===== src/rtl/seat_pkg.sv =====
// Shared types and constants for the seat-table request issuer.
package seat_pkg;

  localparam int TIME_W = 11;
  localparam int NUM_SEATS = 32;
  localparam int SEAT_W = $clog2(NUM_SEATS);
  localparam logic [1:0] BAN_NONE = 2'd2;

  typedef enum logic [1:0] {
    OUT    = 2'd0,
    IN     = 2'd1,
    AWAY   = 2'd2,
    BANNED = 2'd3
  } seat_state_e;

  typedef enum logic [1:0] {
    NONE      = 2'd0,
    SET_BAN   = 2'd1,
    SET_LIMIT = 2'd2,
    CLEAR     = 2'd3
  } mgr_cmd_e;

  typedef enum logic [2:0] {
    S_IDLE      = 3'd0,
    S_ISSUE_CLR = 3'd1,
    S_ISSUE_SET = 3'd2,
    S_ISSUE_REQ = 3'd3,
    S_GAP       = 3'd4
  } issuer_state_e;

  typedef struct packed {
    logic [31:0]       student_no;
    logic [SEAT_W-1:0] seat_no;
    seat_state_e       state;
  } seat_req_t;

  // Code 3 is reserved on the table side and must never be written by a student.
  function automatic logic is_legal(input seat_state_e s);
    return (s != BANNED);
  endfunction

endpackage


===== src/rtl/seat_req_fifo.sv =====
// Synchronous FIFO of student requests with registered full/empty flags.
module seat_req_fifo
  import seat_pkg::*;
#(
  parameter int DEPTH = 4
) (
  input  logic      clk,
  input  logic      rst_n,
  input  logic      push,
  input  logic      pop,
  input  logic      flush,
  input  seat_req_t din,
  output seat_req_t head,
  output logic      full,
  output logic      empty
);

  localparam int AW = $clog2(DEPTH);
  localparam logic [AW:0] CNT_FULL = (AW + 1)'(DEPTH);
  localparam logic [AW:0] CNT_ZERO = (AW + 1)'(0);

  seat_req_t mem [DEPTH];
  logic [AW-1:0] wr_ptr;
  logic [AW-1:0] rd_ptr;
  logic [AW:0]   count;
  logic [AW:0]   count_next;
  logic          do_push;
  logic          do_pop;

  assign head = mem[rd_ptr];

  // Occupancy after this cycle; a flush also discards a same-cycle push.
  always_comb begin
    do_push = push && !full;
    do_pop  = pop && !empty;
    if (flush) begin
      count_next = CNT_ZERO;
    end else begin
      count_next = count + (AW + 1)'(do_push) - (AW + 1)'(do_pop);
    end
  end

  // Entry storage needs no reset; validity is tracked by the pointers.
  always_ff @(posedge clk) begin
    if (do_push && !flush) begin
      mem[wr_ptr] <= din;
    end
  end

  // Pointers, count and flags.
  always_ff @(posedge clk) begin
    if (!rst_n) begin
      wr_ptr <= '0;
      rd_ptr <= '0;
      count  <= CNT_ZERO;
      full   <= 1'b0;
      empty  <= 1'b1;
    end else begin
      if (flush) begin
        wr_ptr <= '0;
        rd_ptr <= '0;
      end else begin
        wr_ptr <= wr_ptr + AW'(do_push);
        rd_ptr <= rd_ptr + AW'(do_pop);
      end
      count <= count_next;
      full  <= (count_next == CNT_FULL);
      empty <= (count_next == CNT_ZERO);
    end
  end

endmodule


===== src/rtl/seat_request_issuer.sv =====
// Serialises kiosk requests and manager commands into single-cycle seat-table
// write transactions, and owns the table's time base.
module seat_request_issuer
  import seat_pkg::*;
#(
  parameter int              FIFO_DEPTH  = 4,
  parameter int              TICK_DIV    = 1000,
  parameter logic [TIME_W-1:0] LIMIT_RESET = 11'd120
) (
  input  logic              clk,
  input  logic              rst_n,
  input  logic              req_valid,
  output logic              req_ready,
  input  logic [31:0]       req_student_no,
  input  logic [4:0]        req_seat_no,
  input  logic [1:0]        req_state,
  output logic              req_err,
  input  logic              mgr_valid,
  output logic              mgr_ready,
  input  logic [1:0]        mgr_cmd,
  input  logic [1:0]        mgr_ban,
  input  logic [10:0]       mgr_limit,
  output logic              write_mem,
  output logic [31:0]       Student_No_mem,
  output logic [4:0]        Seat_No_mem,
  output logic [1:0]        Seat_State_mem,
  output logic [10:0]       Time_mem,
  output logic [1:0]        write_set_mem,
  output logic [10:0]       limit_time_mem,
  output logic [1:0]        ban_mem,
  output logic              rst_mem
);

  localparam int PW = $clog2(TICK_DIV + 1);
  localparam logic [PW-1:0] PRESC_MAX = PW'(TICK_DIV - 1);

  issuer_state_e     state, state_next;
  mgr_cmd_e          pend, pend_next;
  logic [1:0]        pend_ban, pend_ban_next;
  logic [TIME_W-1:0] pend_limit, pend_limit_next;
  logic [PW-1:0]     presc;
  logic              tick;
  logic              fifo_push, fifo_pop, fifo_flush, fifo_full, fifo_empty;
  seat_req_t         fifo_din, fifo_head;
  logic              mgr_fire;
  logic              write_mem_next, rst_mem_next, req_err_next, mgr_ready_next;
  logic [1:0]        write_set_next, ban_next, sstate_next;
  logic [TIME_W-1:0] limit_next;
  logic [31:0]       stu_next;
  logic [4:0]        seat_next;

  assign req_ready = !fifo_full;
  assign fifo_push = req_valid && req_ready;
  assign mgr_fire  = mgr_valid && mgr_ready;
  assign tick      = (presc == PRESC_MAX);
  assign fifo_din  = '{student_no: req_student_no, seat_no: req_seat_no,
                       state: seat_state_e'(req_state)};

  seat_req_fifo #(.DEPTH(FIFO_DEPTH)) u_fifo (
    .clk   (clk),
    .rst_n (rst_n),
    .push  (fifo_push),
    .pop   (fifo_pop),
    .flush (fifo_flush),
    .din   (fifo_din),
    .head  (fifo_head),
    .full  (fifo_full),
    .empty (fifo_empty)
  );

  // Free-running time base; wraps at 2048 and is untouched by a table clear.
  always_ff @(posedge clk) begin
    if (!rst_n) begin
      presc    <= '0;
      Time_mem <= 11'd0;
    end else if (tick) begin
      presc    <= '0;
      Time_mem <= Time_mem + 11'd1;
    end else begin
      presc    <= presc + PW'(1);
    end
  end

  // Next state and next output values; strobes appear the cycle after an ISSUE state.
  always_comb begin
    state_next      = state;
    pend_next       = pend;
    pend_ban_next   = pend_ban;
    pend_limit_next = pend_limit;
    write_mem_next  = 1'b0;
    write_set_next  = 2'd0;
    rst_mem_next    = 1'b0;
    req_err_next    = 1'b0;
    ban_next        = ban_mem;
    limit_next      = limit_time_mem;
    stu_next        = Student_No_mem;
    seat_next       = Seat_No_mem;
    sstate_next     = Seat_State_mem;
    fifo_pop        = 1'b0;
    fifo_flush      = 1'b0;

    if (mgr_fire && (mgr_cmd != 2'd0)) begin
      pend_next       = mgr_cmd_e'(mgr_cmd);
      pend_ban_next   = mgr_ban;
      pend_limit_next = mgr_limit;
    end else begin
      pend_next = pend_next;
    end

    case (state)
      S_IDLE: begin
        if (pend == CLEAR) begin
          state_next = S_ISSUE_CLR;
        end else if (pend == SET_BAN) begin
          ban_next   = pend_ban;
          state_next = S_ISSUE_SET;
        end else if (pend == SET_LIMIT) begin
          limit_next = pend_limit;
          state_next = S_ISSUE_SET;
        end else if (!fifo_empty) begin
          state_next = S_ISSUE_REQ;
        end else begin
          state_next = S_IDLE;
        end
      end
      S_ISSUE_CLR: begin
        rst_mem_next = 1'b1;
        fifo_flush   = 1'b1;
        pend_next    = NONE;
        state_next   = S_GAP;
      end
      S_ISSUE_SET: begin
        write_set_next = (pend == SET_BAN) ? 2'd1 : 2'd2;
        pend_next      = NONE;
        state_next     = S_GAP;
      end
      S_ISSUE_REQ: begin
        fifo_pop = 1'b1;
        if (is_legal(fifo_head.state)) begin
          write_mem_next = 1'b1;
          stu_next       = fifo_head.student_no;
          seat_next      = fifo_head.seat_no;
          sstate_next    = fifo_head.state;
          state_next     = S_GAP;
        end else begin
          req_err_next = 1'b1;
          state_next   = S_IDLE;
        end
      end
      S_GAP:   state_next = S_IDLE;
      default: state_next = S_IDLE;
    endcase

    mgr_ready_next = (state_next == S_IDLE) && (pend_next == NONE);
  end

  // State, latched manager command and all registered outputs.
  always_ff @(posedge clk) begin
    if (!rst_n) begin
      state          <= S_IDLE;
      pend           <= NONE;
      pend_ban       <= BAN_NONE;
      pend_limit     <= LIMIT_RESET;
      mgr_ready      <= 1'b1;
      write_mem      <= 1'b0;
      write_set_mem  <= 2'd0;
      rst_mem        <= 1'b0;
      req_err        <= 1'b0;
      ban_mem        <= BAN_NONE;
      limit_time_mem <= LIMIT_RESET;
      Student_No_mem <= 32'd0;
      Seat_No_mem    <= 5'd0;
      Seat_State_mem <= 2'd0;
    end else begin
      state          <= state_next;
      pend           <= pend_next;
      pend_ban       <= pend_ban_next;
      pend_limit     <= pend_limit_next;
      mgr_ready      <= mgr_ready_next;
      write_mem      <= write_mem_next;
      write_set_mem  <= write_set_next;
      rst_mem        <= rst_mem_next;
      req_err        <= req_err_next;
      ban_mem        <= ban_next;
      limit_time_mem <= limit_next;
      Student_No_mem <= stu_next;
      Seat_No_mem    <= seat_next;
      Seat_State_mem <= sstate_next;
    end
  end

endmodule


===== config.mk =====
export PLATFORM = sky130hd
export DESIGN_NAME = seat_request_issuer
export DESIGN_NICKNAME = d
export VERILOG_FILES = /design/src/rtl/seat_pkg.sv /design/src/rtl/seat_req_fifo.sv /design/src/rtl/seat_request_issuer.sv
export SDC_FILE = /design/constraint.sdc
export NUM_CORES = 1
export LEC_CHECK = 0
export ABC_CLOCK_PERIOD_IN_PS = 5500
export CAP_MARGIN = 20
export CORE_MARGIN = 2
export CORE_UTILIZATION = 40
export DETAILED_ROUTE_END_ITERATION = 12
export PLACE_DENSITY = 0.68
export SKIP_CTS_REPAIR_TIMING = 1
export SLEW_MARGIN = 5
export SYNTH_ARGS = -nofsm -noshare
export SYNTH_HDL_FRONTEND = slang
export SYNTH_SLANG_ARGS = --single-unit
export TNS_END_PERCENT = 5

===== constraint.sdc =====
create_clock -name clk -period 5.5 [get_ports clk]
set_input_delay 1.375 -clock clk [delete_from_list [all_inputs] [get_ports clk]]
set_output_delay 1.375 -clock clk [all_outputs]
set_load 0.005 [all_outputs]

---- Yosys cells after proc, flatten, opt, wreduce, memory -nomap -nowiden ----
Memories as Yosys holds them, arrays and structs flattened. A register that Yosys moved wholly into a read port is not among the register bits.
Cells that the tools add are included.
storage, ports and cells
  register bits ........................... 106
  bits in latches ......................... 0
  memory bits (writable) .................. 156
  ROM bits ................................ 0
  bits of input ports ..................... 58
  output and inout port bits .............. 70
  logic and storage cells ................. 80
  memories kept ........................... 1
cells by class
  $add $sub $neg .......................... 6
  multiply operators ...................... 0
  div/mod/pow operators ................... 0
  magnitude comparators ................... 0
  eq/ne operators ......................... 9
  shifts and indexed selects .............. 0
  muxes and demuxes ....................... 17
  bitwise operators ....................... 3
  reduce and logical (&&, ||, !) cells .... 23
memories
  name        depth  bits a word  read ports  clocked after memory_dff  wr ports  RTL line             RTL
  u_fifo.mem  4      39           1           1                         1         seat_req_fifo.sv:22  seat_req_t mem [DEPTH];
operators with widths
  operator                 count
  $mux W2                  8
  $add A11 B1 Y11 const B  1
  $add A10 B1 Y10 const B  1
  $eq A10 B10 Y1 const B   1
  $logic_not A3 Y1         3
  $pmux W3 S3              1
  $logic_and A1 B1 Y1      7
  $eq A3 B2 Y1 const B     2
  $mux W1                  6
  $mux W3                  2
  $reduce_and A2 Y1        3
  $reduce_or A2 Y1         3
  $add A2 B1 Y2            2
  $eq A2 B2 Y1 const B     2
  $reduce_and A4 Y1        1
  $add A3 B1 Y3            1
  $eq A3 B1 Y1 const B     1
  $eq A3 B3 Y1 const B     1
  $logic_not A1 Y1         3
  $not A1 Y1               3
  $reduce_and A3 Y1        1
  $sub A3 B1 Y3            1
  $eq A2 B1 Y1 const B     1
  $logic_not A2 Y1         1
  other kinds (2)          2

---- Logic depth before layout (Yosys ltp) ----
  depth after elaboration ................. 7
  mapped depth ............................ 9
  gate-level depth less buffers ........... 9

---- Modules after synthesis ----
Synthesis repeated with hierarchy kept, for this count alone.
unflattened totals
  cell total of the unflattened synthesis .. 692
  area total of the unflattened synthesis .. 9,753.1 µm²
by module, submodules not included
  module               times used  cells an instance  area an instance (µm²)
  seat_req_fifo        1           246                6,095.8
  seat_request_issuer  1           446                3,657.3

---- Worst setup path after synthesis ----
No wires, ideal clock.
  path kind ............................... input port to flip-flop
  start ................................... input port req_valid
  end ..................................... memory u_fifo.mem[1][0] in the netlist's numbering, enable pin
  library setup time ...................... 492 ps
  data arrival time ....................... 4,590 ps
  data required time ...................... 5,008 ps
  setup slack ............................. 418 ps
  cell stages on the path ................. 3
  path buffers ............................ 0
  cell sequence ........................... nor2b_1 > nand2b_1 > nor3b_1
between the ends
  word-level cells in the longest chain between the ends .. 5
ends and longest elaborated chain
  what                           RTL line                   RTL
  start: declaration             seat_request_issuer.sv:12  input logic req_valid,
  $logic_and A1 B1 Y1            seat_request_issuer.sv:53  assign fifo_push = req_valid && req_ready;
  $logic_and A1 B1 Y1            seat_req_fifo.sv:34        do_push = push && !full;
  $logic_and A1 B1 Y1            seat_req_fifo.sv:45        if (do_push && !flush) begin
  $mux W1                        seat_req_fifo.sv:45
  $mux W1 (implied by the code)  seat_req_fifo.sv:46        mem[wr_ptr] <= din;
  end: declaration               seat_req_fifo.sv:22
No other way between the ends.

---- Final worst setup path ----
  start ................................... input port req_valid
  end ..................................... memory u_fifo.mem[2][16] in the netlist's numbering, enable pin
The elaborated chain is that of the path after synthesis.

==> out/results.ini <==
[clock_tree]
insertion_delay_ps=540
cts_root_buffer=clkbuf_16
clock_path_buffers=3
clock_sinks=262
path_clk_slew_ps=60
htreeDepth=1
cts_tree=done
cts_buffers=27

[setup_path]
critPathSlowestCell=nor2_4
reg2reg_slack_ps=2740
critPathKind=in2reg
worst_ep_required_time_ps=5740
setup.worst_path.start_class=input port
worstRegToRegCells=4
crit_top_cell=nor2b_1
cp.depth=6
startpoint=req_valid
reg2reg_from=u_fifo.rd_ptr[1]
crit_chain=clkdlybuf4s50_1 > nor2b_1 > nor2b_1 > nand2_1 > nor2_4 > buf_4
r2r-end=mgr_ready
slowest_delay_ps=670
end_kind=flip-flop
path_delay_family=simple AND/OR/NAND/NOR gates
worstPathMaxFanout=28
crit_end=u_fifo.mem[2][16]
critPathBufInv=2
cp.arrival_ps=3480

[job]
drv_cap=0

[placed_design]
place.gp.congestion=0.723
dp_hpwl_mm=11.6
io_buffers=127
place_worst_setup_slack_ps=1660

[route]
drt-wirelength-per-cell_um=16.3
route.vias.total=5603
ant_nets=0
drtIter0Drc=417
vias_per_cell=4.90
drc_errors=0
wl_mm=18.6
drtPass1Iterations=4

[finish]
drive_gt1_share_pct=12.3
layout_commonest_cell=edfxtp_1
syn_to_final_growth_pct=26.4
final_cell_mix=156 x edfxtp_1, 128 x nand2_1, 127 x clkdlybuf4s50_1
nNetsFinal=865

[timing]
min_period_ps=3240
timing.fmax_mhz=309
worstMarginPinSlew_ps=1060
rsz0062_at_grt=no
fin_crit_sh_pct=58.8
slew_headroom_pct=29.6
worst_slack_ps=2260
skew_ps=12.4
fin_tns_setup_ps=0
setup_violations=0
slew_viol_final=0
fin_hold_ws_ps=454
finalHoldViolCount=0

[power]
p_per_area_nw_per_um2=401
combinationalPowerShare_pct=11.7
pwr-share-seq_pct=49.7
pwr-share-clk_pct=38.6
power.switching_mw=1.17
vdd_ir_drop_max_mv=0.332
leakage_nw=4.07
intPower_mw=3.72
swShare_pct=23.9

[floorplanning]
start_util_pct=40.9
num_rows=56
die_w_um=159
core_um2=23500
io_pins=128
die_h_um=159
die-area_um2=25300

[global_routing]
grt_usage_pct=14.6
grt_pass1_wl_mm=30.0
overflow=0
first_global_vias=5577
antenna_found_initial=1
grt_max_degree=42

[logic_synthesis]
syn_area_um2=9630
synthCells=669
ys_warn_count=0
async_reset_ff_share_pct=0
synth_cell_types=42
ys_seq_elements=262
synth_edf_count=156
yosysSeqAreaShare_pct=70.7
synth_ff_type=edfxtp_1
syn-num-nets=732
avgSynthCellArea_um2=14.4

[min_path]
hp-class=reg2reg

[run_status]
status=finished clean

## area by class of cell
cell class / instances / area [um2]
clock inverters: 15 / 195
clock buffers: 35 / 746
flip-flops and latches: 262 / 6810
inverters: 6 / 22.5
repair buffers: 135 / 1340
well taps: 319 / 399
diodes: 1 / 2.50
multi-input cells: 370 / 2650
fillers: 2037 / 11400
## cell families (layout without fill, tap and decap cells)
kind of cell | Yosys count | count (layout) | share of synthesized area (%)
compound gates | 62 | 62 | 3.64
xor+xnor | 16 | 16 | 1.46
fa+ha+maj | 5 | 5 | 0.728
buf+inv | 37 | 191 | 1.96
flops | 262 | 262 | 70.7
mux | 57 | 57 | 11.0
other cells | 0 | 1 | 0
simple gates | 230 | 230 | 10.5
## through the flow
step	power, mW	instance area, um2	utilization [%]	cells
6_report	4.89	12200	51.7	1143
5_1_grt	5.09	12200	51.7	1143
4_1_cts	4.94	12200	51.7	1142
3_5_place_dp	3.05	11200	47.7	1092
3_3_place_gp	3.04	11200	47.7	1091
2_1_floorplan	2.82	9630	-	669
## per-layer routing
metal	global-route usage, %	part of all wire (%)	vias to the layer above
li1	-	-	2708
met1	20.0	45	2724
met2	24.3	49	148
met3	2.60	4.6	23
met4	3.64	1.6	0
met5	0	0	-
## Yosys cell counts, types with 3 or more instances
cell type	n	area share (%)
buf_1	3	0.12
a21oi_1	49	2.5
nand3_1	15	0.78
nor2_1	41	1.6
xnor2_1	12	1.1
edfxtp_1	156	49
and2_1	4	0.26
nor2b_1	3	0.20
nor3b_1	3	0.23
buf_2	7	0.36
nor3_1	9	0.47
clkbuf_1	15	0.58
nor4_1	3	0.20
inv_1	6	0.23
mux2i_1	18	1.9
nand2_1	128	5.0
buf_6	5	0.58
xor2_1	4	0.36
dfxtp_1	106	22
nand4_1	4	0.26
nand2b_1	11	0.71
ha_1	4	0.52
mux4_2	39	9.1
## worst min-delay path, stage by stage (launching register included)
cell     delay, ps
dfxtp_1        310
nand2_1         50
a21oi_1         50
## registers in the layout, summed over array words and instances (netlist names), 3 cells and up
register / count
limit_time_mem: 11
pend_limit: 11
state: 3
presc: 10
Seat_No_mem: 5
u_fifo.mem: 156
u_fifo.count: 3
Time_mem: 11
Student_No_mem: 32
## power by group through the flow
stage,sequential [mW],combinational (mW),clock [mW]
2_1_floorplan,2.45,0.364,0
3_3_place_gp,2.46,0.571,0
3_5_place_dp,2.47,0.581,0
4_1_cts,2.43,0.585,1.93
5_1_grt,2.45,0.636,2.00
6_report,2.43,0.573,1.88
## worst min-delay path by stage
stage	slack (ps)	to	depth (start not counted)	startpoint
2_1_floorplan	430	presc[0]	1	presc[0]
3_3_place_gp	440	pend_limit[9]	2	pend_limit[9]
3_5_place_dp	450	pend_limit[9]	2	pend_limit[9]
4_1_cts	460	Seat_No_mem[1]	2	Seat_No_mem[1]
5_1_grt	470	Student_No_mem[10]	2	Student_No_mem[10]
6_report	450	Student_No_mem[26]	2	Student_No_mem[26]
Power figures use the tool's default switching activity.
